File: src/rtl/fpu_op_scheduler.sv
// fpu_op_scheduler: operand sequencer and result capture in front of the fpu adder.
// Operand pairs are queued in a small FIFO. One pair at a time is presented to the fpu and
// held for SETTLE_CYCLES edges. The fpu output is then captured into a result register that
// is offered downstream on a valid/ready interface.
// Ports:
//   clock100KHz, reset       clock (rising edge) and asynchronous active-high reset
//   in_valid/in_ready        operand-pair handshake; in_a/in_b are the operands
//   fpu_op_a/fpu_op_b        registered operands driving the fpu
//   fpu_data/fpu_status      fpu result, sampled at the end of the settle window
//   res_valid/res_ready      result handshake; res_data/res_status hold the captured result
//   fifo_level               entries currently queued
//   busy                     an operation is in flight or pairs are queued
module fpu_op_scheduler #(
  parameter int unsigned FIFO_DEPTH    = 4,
  parameter int unsigned SETTLE_CYCLES = 100
) (
  input  logic                          clock100KHz,
  input  logic                          reset,
  input  logic                          in_valid,
  output logic                          in_ready,
  input  logic [31:0]                   in_a,
  input  logic [31:0]                   in_b,
  output logic [31:0]                   fpu_op_a,
  output logic [31:0]                   fpu_op_b,
  input  logic [31:0]                   fpu_data,
  input  logic [3:0]                    fpu_status,
  output logic                          res_valid,
  input  logic                          res_ready,
  output logic [31:0]                   res_data,
  output logic [3:0]                    res_status,
  output logic [$clog2(FIFO_DEPTH):0]   fifo_level,
  output logic                          busy
);

  localparam int unsigned PtrW = $clog2(FIFO_DEPTH);
  localparam int unsigned CntW = $clog2(SETTLE_CYCLES) + 1;

  typedef enum logic [1:0] {StIdle, StWait, StHold} state_e;

  state_e              state_q, state_d;
  logic [CntW-1:0]     cnt_q, cnt_d;
  logic [PtrW-1:0]     wr_ptr_q, rd_ptr_q;
  logic [PtrW:0]       level_q;
  logic [31:0]         op_a_q, op_b_q;
  logic                res_valid_q;
  logic [31:0]         res_data_q;
  logic [3:0]          res_status_q;
  logic [63:0]         mem_q [FIFO_DEPTH];

  logic fifo_empty, fifo_full, push, load, capture, res_clear;
  logic [63:0] head;

  assign fifo_empty = (level_q == '0);
  assign fifo_full  = (level_q == (PtrW + 1)'(FIFO_DEPTH));
  // Acceptance ignores a same-edge pop, so a full FIFO never takes a push.
  assign push       = in_valid && !fifo_full;
  assign head       = mem_q[rd_ptr_q];

  always_comb begin
    state_d   = state_q;
    cnt_d     = cnt_q;
    load      = 1'b0;
    capture   = 1'b0;
    res_clear = 1'b0;
    unique case (state_q)
      StIdle: begin
        if (!fifo_empty) begin
          load    = 1'b1;
          state_d = StWait;
        end
      end
      StWait: begin
        if (cnt_q != '0) begin
          cnt_d = cnt_q - 1'b1;
        end else begin
          capture = 1'b1;
          state_d = StHold;
        end
      end
      StHold: begin
        if (res_ready) begin
          res_clear = 1'b1;
          if (!fifo_empty) begin
            load    = 1'b1;
            state_d = StWait;
          end else begin
            state_d = StIdle;
          end
        end
      end
      default: state_d = StIdle;
    endcase
    if (load) begin
      cnt_d = CntW'(SETTLE_CYCLES - 1);
    end
  end

  always_ff @(posedge clock100KHz or posedge reset) begin
    if (reset) begin
      state_q      <= StIdle;
      cnt_q        <= '0;
      wr_ptr_q     <= '0;
      rd_ptr_q     <= '0;
      level_q      <= '0;
      op_a_q       <= '0;
      op_b_q       <= '0;
      res_valid_q  <= 1'b0;
      res_data_q   <= '0;
      res_status_q <= '0;
    end else begin
      state_q <= state_d;
      cnt_q   <= cnt_d;
      if (push) begin
        wr_ptr_q <= wr_ptr_q + 1'b1;
      end
      if (load) begin
        rd_ptr_q <= rd_ptr_q + 1'b1;
        op_a_q   <= head[63:32];
        op_b_q   <= head[31:0];
      end
      if (push && !load) begin
        level_q <= level_q + 1'b1;
      end else if (!push && load) begin
        level_q <= level_q - 1'b1;
      end
      if (capture) begin
        res_valid_q  <= 1'b1;
        res_data_q   <= fpu_data;
        res_status_q <= fpu_status;
      end else if (res_clear) begin
        res_valid_q <= 1'b0;
      end
    end
  end

  // Storage needs no reset: entries are only read after being written.
  always_ff @(posedge clock100KHz) begin
    if (push) begin
      mem_q[wr_ptr_q] <= {in_a, in_b};
    end
  end

  assign in_ready   = !fifo_full;
  assign fpu_op_a   = op_a_q;
  assign fpu_op_b   = op_b_q;
  assign res_valid  = res_valid_q;
  assign res_data   = res_data_q;
  assign res_status = res_status_q;
  assign fifo_level = level_q;
  assign busy       = (state_q != StIdle) || !fifo_empty;

endmodule

File: config.mk
export PLATFORM = sky130hd
export DESIGN_NAME = fpu_op_scheduler
export DESIGN_NICKNAME = d
export VERILOG_FILES = /design/src/rtl/fpu_op_scheduler.sv
export SDC_FILE = /design/constraint.sdc
export NUM_CORES = 1
export LEC_CHECK = 0
export CAP_MARGIN = 20
export CORE_MARGIN = 1.5
export CORE_UTILIZATION = 30
export DETAILED_ROUTE_END_ITERATION = 7
export REMOVE_ABC_BUFFERS = 1
export SYNTH_ARGS = -nofsm -noshare
export SYNTH_HDL_FRONTEND = slang
export SYNTH_SLANG_ARGS = --single-unit
File: constraint.sdc
create_clock -name clock100KHz -period 7.8 [get_ports clock100KHz]
set_input_delay 0.78 -clock clock100KHz [delete_from_list [all_inputs] [get_ports clock100KHz]]
set_output_delay 0.78 -clock clock100KHz [all_outputs]
set_load 0.005 [all_outputs]
==> reports/metrics.csv, run 1 <==
metric,value,unit
clk_latency,0.55,ns
max_freq,325.3,MHz
final_common_cell,edfxtp_1,
cpMostUsedCell,or3_1,
worst-path-max-fanout,6,
syn-instance-count,643,
r2r-end,fpu_op_a[27]$_DFFE_PP0P_,
worstPathRequired,7.02,ns
worstPathCellList,or3_1 -> or3_1 -> clkdlybuf4s50_1,
hold_class,flip-flop to flip-flop,
root_buffer,clkbuf_16,
reg2reg_from,rd_ptr_q[0]$_DFFE_PP0P_,
clk_pin_slew,0.05,ns
seqCellArea,10650,sq um
via_per_inst,4.487,
route.detailed.drc,0,
dr.pass1.iters,4,
syn-cell-area,14050,sq um
initial_core_util,30.31,%
first_global_vias,7468,
die_height,219.4,um
cts_buffer_depth,3,
ir_drop,195.6,uV
cts_setup_buffers,0,
fin_tns_setup,0,ns
synth_top_flop_cell,edfxtp_1,
max_slew.worst_pin.slew,1.084,ns
hold_viol_final,0,
final-setup-viol-count,0,
antenna_left,0,
synth_top_area_share,54.72,%
critPathSlowestCell,or3_1,
min_to,res_data[31]$_DFFE_PP0P_,
synth_edf_count,256,
antenna_found_initial,3,
yosysSeqAreaShare,75.73,%
clock_skew,0.01585,ns
grt_max_degree,74,
ys_types,45,
power_density,393.3,nW/um^2
crit_arrival,2.29,ns
min_period,3.074,ns
die_w,219.4,um
place_congestion,0.7453,
p_leak,6.496,nW
min-delay-start,res_data[31]$_DFFE_PP0P_,
start_kind,flip-flop,
antenna_cells,0,
finalNetCount,990,
synth_top_area_cell,edfxtp_1,
fillCellCount,4231,
grt_pass1_wl,44380,um
multi_input_area,3253,sq um
final_max_slew_viol_count,0,
cp-end-kind,primary output,
cts_max_level,2,
cts.sinks,374,
yosys-top-cells-area,"edfxtp_1 (55%), dfrtp_1 (21%), mux4_2 (10%), mux2_2 (5.3%), mux2_4 (3.1%)",
cpPeakStageDelay,0.48,ns
syn2layout_area_growth,29.99,%
grtUsageTotal,12.28,%
post_cts_resized,0,
fin_crit_sh,39.41,%
drtIter0Drc,250,
cts_tree,built,
ys_ff_latch,374,
slew_headroom,27.71,%
cts_buffers,42,
hold_buffers,0,
hold_slack,0.4940,ns
rsz0062_at_grt,no,
hpwl,16820,um
place.port_buffers,209,
setup.worst_path.class,flip-flop to primary output,
wl_per_cell,19.08,um
row_count,79,
drive_gt1_share,27.44,%
synth.avg_cell_area,21.85,sq um
ff2ff_path_depth,3,
ys_async_sr_fraction,31.55,%
run_status,finished clean,
ioPinCount,210,
core,46360,sq um
final_cell_mix,"edfxtp_1 (256), clkdlybuf4s50_1 (209), dfrtp_1 (116)",
wl,28960,um
grt-ovfl-total,0,
cap_violations,0,
yosys_warnings,0,
die_area,48140,sq um
hold_depth,1,
regToRegSetupSlack,5.18,ns
vias,6812,
[synthesized netlist by cell type (3+ instances only)]
cell,number
and2_1,4
buf_2,11
buf_6,4
clkbuf_1,9
dfrtp_1,118
edfxtp_1,256
ha_1,7
inv_1,7
mux2_1,7
mux2_2,66
mux2_4,29
mux2i_1,4
mux4_2,64
nand2_1,5
nor3_1,4
o21ai_0,5
or3_1,3
xnor2_1,4
[per-stage QoR]
| step | util, % | cell area [sq um] | cells | setup WS, ns | total power, W |
|---|---|---|---|---|---|
| final | 39.40 | 18260 | 1518 | 4.726 | 0.007182 |
| after global routing | 39.40 | 18260 | 1518 | 4.636 | 0.007619 |
| after CTS | 39.40 | 18260 | 1518 | 4.662 | 0.007337 |
| after detailed placement | 36.34 | 16850 | 1441 | 4.533 | 0.005293 |
| after global placement | 36.34 | 16850 | 1441 | 4.574 | 0.005248 |
| after floorplan | - | 13910 | 617 | 0.9308 | 0.004283 |
[registers in the layout, indices dropped and copies added (netlist names)]
signal      flops
mem_q         256
fpu_op_a       32
fpu_op_b       32
res_data       32
cnt_q           8
res_status      4
fifo_level      3
rd_ptr_q        2
state_q         2
wr_ptr_q        2
res_valid       1
[power by group]
group / switching [W] / internal [W] / total (W)
clock: 0.000794 / 0.00120 / 0.00200
sequential: 0.000375 / 0.00275 / 0.00313
combinational: 0.000763 / 0.00129 / 0.00206
[cell families after synthesis]
| logic type | Yosys count | share of synthesized area [%] |
|---|---|---|
| compound gates | 16 | 0.7570 |
| xor+xnor | 6 | 0.3740 |
| fa+ha+maj | 8 | 0.7659 |
| buf+inv | 34 | 1.220 |
| flops | 374 | 75.73 |
| mux | 170 | 19.49 |
| simple gates | 35 | 1.657 |
[per-layer routing]
metal	vias to the layer above	global-route usage [%]	routed length, um
li1	3048	-	-
met1	3508	16.08	12790
met2	204	19.39	13310
met3	46	3.590	2208
met4	6	4.361	601
met5	-	0	39
[layout make-up]
class | count | area share, %
flip-flops and latches | 374 | 58.30
multi-input cells | 235 | 17.81
repair buffers | 217 | 11.78
well taps | 607 | 4.158
clock buffers | 53 | 6.426
inverters | 8 | 0.1918
clock inverters | 24 | 1.329
[how the worst max path moves through the flow]
stage | slack [ns] | endpoint | start
finish | 4.73 | busy | fifo_level[0]$_DFFE_PP0P_
global route | 4.64 | busy | fifo_level[0]$_DFFE_PP0P_
CTS | 4.66 | busy | fifo_level[0]$_DFFE_PP0P_
detailed placement | 4.53 | fifo_level[1]$_DFFE_PP0P_ | res_ready
global placement | 4.57 | fifo_level[1]$_DFFE_PP0P_ | res_ready
floorplan | 0.93 | fifo_level[1]$_DFFE_PP0P_ | res_ready
[critical path, delay by kind of cell, from the launching register on]
kind | cells | cell delay [ns]
buffers and inverters | 1 | 0.48
flip-flops | 1 | 0.46
AND/OR/NAND/NOR | 2 | 0.81
Power figures use the tool's default switching activity.
==> inputs of run 2 (changes only) <==
==> constraint.sdc (replaced) <==
create_clock -name clock100KHz -period 2.75 [get_ports clock100KHz]
set_input_delay 0.275 -clock clock100KHz [delete_from_list [all_inputs] [get_ports clock100KHz]]
set_output_delay 0.275 -clock clock100KHz [all_outputs]
set_load 0.005 [all_outputs]
==> run 2 against run 1 <==
Net effect:
- via count rose by 1.7%
- sequential power grew to 2.8 times the previous value
- global-route usage grew 0.18 points
- final area rose by 1.5%
- sequential share of layout area decreased by 0.87 points
- clock skew increased by 0.013 ns
- clock-buffer cell count grew 12
- flip-flop and latch count did not move
- highest routed layer unchanged
==> reports/metrics.csv, run 2 (same netlist as run 1, synthesis figures left out) <==
metric,value,unit
run_status,finished clean,
ioPinCount,210,
ir_drop,568.6,uV
clock_skew,0.02843,ns
cts_max_level,2,
final_max_slew_viol_count,0,
drtIter0Drc,311,
hold_class,input pin to async pin,
max_slew.worst_pin.slew,0.5675,ns
dr.pass1.iters,4,
place_congestion,0.7543,
grtUsageTotal,12.47,%
p_leak,6.615,nW
cts_setup_buffers,0,
crit_arrival,2.27,ns
place.port_buffers,209,
wl,29320,um
min_period,2.545,ns
finalNetCount,1001,
syn2layout_area_growth,31.95,%
slew_headroom,61.77,%
worst-path-max-fanout,6,
cp-end-kind,primary output,
cts_tree,built,
drive_gt1_share,28.17,%
antenna_cells,0,
die_area,48140,sq um
start_kind,flip-flop,
critPathSlowestCell,or3_1,
row_count,79,
largest_reg_flops,256,
p_int,0.01530,W
reg2reg_from,cnt_q[0]$_DFFE_PP0P_,
hpwl,17420,um
finalCoreUtilization,39.99,%
final-setup-viol-count,0,
vias,6928,
seq_power_share,41.4,%
rsz0062_at_grt,no,
final_cell_mix,"edfxtp_1 (256), clkdlybuf4s50_1 (209), dfrtp_1 (116)",
power_density,1122,nW/um^2
grt_pass1_wl,44950,um
cap_violations,0,
antenna_found_initial,2,
route.detailed.drc,0,
cts_buffers,42,
grt-ovfl-total,0,
hold_viol_final,0,
worstPathCellList,or3_1 -> or3_1 -> clkdlybuf4s50_1,
final_common_cell,edfxtp_1,
cpMostUsedCell,or3_1,
p_sw_share,26.44,%
hold_buffers,0,
p_clk_share,28.3,%
core,46360,sq um
cts.sinks,374,
regToRegSetupSlack,0.43,ns
die_w,219.4,um
setup.worst_path.class,flip-flop to primary output,
power_switching,0.005500,W
clk_latency,0.57,ns
antenna_left,0,
root_buffer,clkbuf_16,
worstPathRequired,2.48,ns
largest-register,mem_q,
cts_buffer_depth,3,
p_total,0.02080,W
clk_pin_slew,0.05,ns
first_global_vias,7437,
initial_core_util,30.31,%
wl_per_cell,19.17,um
fin_crit_sh,92.54,%
die_height,219.4,um
grt_max_degree,67,
pwr-share-comb,30.3,%
via_per_inst,4.528,
r2r-end,res_data[27]$_DFFE_PP0P_,
ff2ff_path_depth,6,
cpPeakStageDelay,0.47,ns
post_cts_resized,0,
max_freq,392.9,MHz
## run 2: how the worst max path moves through the flow
stage                                     end                 startpoint  slack, ns  depth (start not counted)
detailed placement  fifo_level[2]$_DFFE_PP0P_                  res_ready       0.39                         10
CTS                                      busy  fifo_level[0]$_DFFE_PP0P_       0.14                          3
global route                             busy  fifo_level[0]$_DFFE_PP0P_       0.12                          3
global placement    fifo_level[2]$_DFFE_PP0P_                  res_ready       0.41                         10
floorplan           fifo_level[1]$_DFFE_PP0P_  fifo_level[0]$_DFFE_PP0P_      -3.91                          7
finish                                   busy  fifo_level[0]$_DFFE_PP0P_       0.21                          3
## run 2: final cells by class
class                      instances  area, sq um
fill                            4171        27820
sequential                       374        10650
multi-input combinational        235         3253
timing repair buffer             228         2347
clock buffer                      65         1279
tap                              607        759.5
clock inverter                    13        217.7
inverter                           8        35.03
## run 2: worst max-delay path: cells and delay by family (launching register included)
family / cells / cell delay (ns)
and+or+nand+nor: 2 / 0.81
buffers and inverters: 1 / 0.47
DFF: 1 / 0.45
## run 2: stage by stage
step | hold WS [ns] | worst slack, ns | cells | instance area (sq um) | TNS (ns)
finish | 0.1484 | 0.2051 | 1530 | 18540 | 0
global route | 0.1842 | 0.1176 | 1530 | 18540 | 0
CTS | 0.1499 | 0.1368 | 1530 | 18540 | 0
detailed placement | 0.4808 | 0.3883 | 1452 | 17040 | 0
global placement | 0.4752 | 0.4060 | 1452 | 17040 | 0
floorplan | 0.3739 | -3.907 | 617 | 13910 | -341.14
## run 2: metal layers
metal	global-route usage, %	wire (um)
met5	0	31
met4	4.452	710
met3	4.213	2386
met2	19.89	13500
met1	15.75	12700
## run 2: power groups by stage
stage / clock network (W) / logic, W / registers, W
floorplan: 0 / 0.00319 / 0.00890
global placement: 0 / 0.00639 / 0.00868
detailed placement: 0 / 0.00645 / 0.00874
CTS: 0.00608 / 0.00650 / 0.00865
global route: 0.00630 / 0.00688 / 0.00881
finish: 0.00588 / 0.00631 / 0.00861
==> variant, RTL diff (config.mk and constraints of run 2) <==
The parameter `FIFO_DEPTH` goes from 4 to 8.
--- a/src/rtl/fpu_op_scheduler.sv
+++ b/src/rtl/fpu_op_scheduler.sv
@@ -13,3 +13,3 @@
 module fpu_op_scheduler #(
-  parameter int unsigned FIFO_DEPTH    = 4,
+  parameter int unsigned FIFO_DEPTH    = 8,
   parameter int unsigned SETTLE_CYCLES = 100
Interface: changed (resized fifo_level); port bits go from 210 to 211. No check against the original RTL was run, so the function may have changed too.
==> variant against run 2 <==
Combinational power grew 45%; critical path depth increased by 7; utilization fell by 2.1 points; worst setup slack got worse by 0.099 ns; clock skew about the same; design area grew 61%; total power rose by 53%; via count up 64%; area after synthesis rose by 70%; sequential cell count grew 259; wire length up 75%; count of clock-buffer cells in the layout up 25; die area rose by 69%; critical path type is now reg -> reg; largest power group unchanged.
==> variant: results <==
set metrics [dict create \
    whs_ns 0.0904 \
    r2r_setup_slack_ns 0.11 \
    gp_congestion 0.765 \
    synth_compound_area_share_pct 1.65 \
    cts_root_buffer "clkbuf_16" \
    synth.area.mux_share_pct 17.0 \
    synth_top_area_cell "edfxtp_1" \
    grt_use_total_pct 12.7 \
    synthTopCellsByCount "edfxtp_1, mux4_2, dfrtp_1" \
    top_layer "met5" \
    rr_endpoint "fifo_level[3]" \
    largest-register "mem_q" \
    async_flop_share_pct 19.1 \
    drive_above_1_share_pct 22.4 \
    m1WireLength_mm 22.7 \
    hp-class "in -> async" \
    stdcell_count 2519 \
    critPathMaxFanout 3 \
    via_per_inst 4.51 \
    antenna_found_initial 10 \
    first_iter_violations 662 \
    synth_edf_count 512 \
    r2r_start "fifo_level[1]" \
    yosysSeqAreaShare_pct 77.0 \
    p_leak_nw 10.2 \
    grt_pass1_vias 12000 \
    synth_adder_area_share_pct 0.450 \
    ys_warn_count 0 \
    port_buffers 210 \
    drt-pass1-iter-count 6 \
    syn-mean-instance-area_um2 20.8 \
    irDropWorstVdd_v 0.000564 \
    h-tree-depth 3 \
    outcome "finished, final reports clean" \
    cpPeakStageDelay_ns 0.70 \
    cp_data_arrival_time_ns 3.12 \
    grt_pass1_wl_mm 77.4 \
    worst_slew_pin_slew_ns 0.577 \
    dp_hpwl_mm 30.3 \
    drt-wirelength-per-cell_um 20.4 \
    wl_met2_mm 24.2 \
    fin_worst_skew_ns 0.0285 \
    grt_max_degree 134 \
    synth_xor_xnor_area_share_pct 0.220 \
    pre_cts_ws_ns -0.00119 \
    numCtsBuffers 67 \
    placedCellCount 2393 \
    route.met3.wl_mm 3.48 \
    slowest_stage "or4b_2" \
    rr_worst_depth 10 \
    synth.distinct_cells 38 \
    num-nets-final 1524 \
    fillers 7160 \
    cts.clk_slew.worst_paths_ns 0.06 \
    synth.area.top_cells "edfxtp_1, dfrtp_1, mux4_2" \
    cts_buffer_depth 3 \
    clk_latency_ns 0.62 \
    largest_reg_flops 512 \
]
variant: cell types whose count changed after synthesis, sizes merged, moves of 13 or more:
cell,before,now
mux2,102,37
nand2,5,88
nor2,2,15
edfxtp,256,512
o21ai,5,69
buf,17,43
mux2i,4,70
mux4,64,128
variant: layer usage:
metal / up-vias / global-route usage, %
met1: 5870 / 16.7
met4: 14 / 3.60
li1: 5128 / -
met2: 280 / 20.4
met3: 75 / 3.86
met5: - / 0
variant: worst max-delay path by stage:
stage | startpoint | to | slack, ns | cells past startpoint
after floorplan | fifo_level[3] | mem_q[0][0] | -3.12 | 5
after global placement | fifo_level[1] | fifo_level[3] | 0.02 | 9
after detailed placement | fifo_level[1] | fifo_level[3] | -0.001 | 9
after CTS | fifo_level[1] | fifo_level[3] | 0.001 | 9
after global routing | fifo_level[1] | fifo_level[3] | 0.02 | 10
final | fifo_level[1] | fifo_level[3] | 0.11 | 10
variant: logic make-up (layout without fill, tap and decap cells):
logic type / after synthesis / after routing
flip-flops: 633 / 633
multiplexers: 235 / 235
AND/OR/NAND/NOR: 128 / 128
AO/OA/AOI/OAI: 76 / 76
buffers and inverters: 61 / 381
adder cells (fa/ha/maj): 8 / 8
XOR/XNOR: 6 / 6
other: 0 / 2
variant: power by group:
part           total, W  switching [W]  internal (W)
logic           0.00918        0.00436       0.00482
registers        0.0134       0.000921        0.0124
clock network   0.00918        0.00375       0.00543
total            0.0317        0.00903        0.0227
variant: through the flow:
step / instance area [µm²] / power, W / util (%)
CTS: 29900 / 0.0323 / 37.9
global route: 29900 / 0.0334 / 37.9
finish: 29900 / 0.0317 / 37.9
detailed placement: 27600 / 0.0230 / 35.0
floorplan: 23600 / 0.0187 / -
global placement: 27600 / 0.0228 / 35.0
variant: what timing repair did:
| item | 4_1_cts | 5_1_grt |
|---|---|---|
| setup buffers | 0 | 0 |
| resized for setup | 1 | 2 |
| hold endpoints to repair | 0 | 0 |
| setup endpoints to repair | 1 | 1 |
variant: final cells by class:
type	instances	area (µm²)	area share, %
tap	1050	1310	4.39
clock buffer	90	1830	6.13
clock inverter	34	438	1.46
antenna	2	5.00	0.0167
multi-input combinational	453	5250	17.6
timing repair buffer	250	2630	8.78
inverter	7	33.8	0.113
sequential	633	18400	61.5
variant: critical path, delay by kind of cell, from the launching register on:
kind	cells	cell delay, ns
AO/OA/AOI/OAI	3	0.48
buffers and inverters	2	0.16
adder cells (fa/ha/maj)	2	0.44
flip-flops	1	0.37
multiplexers	1	0.23
AND/OR/NAND/NOR	2	0.84
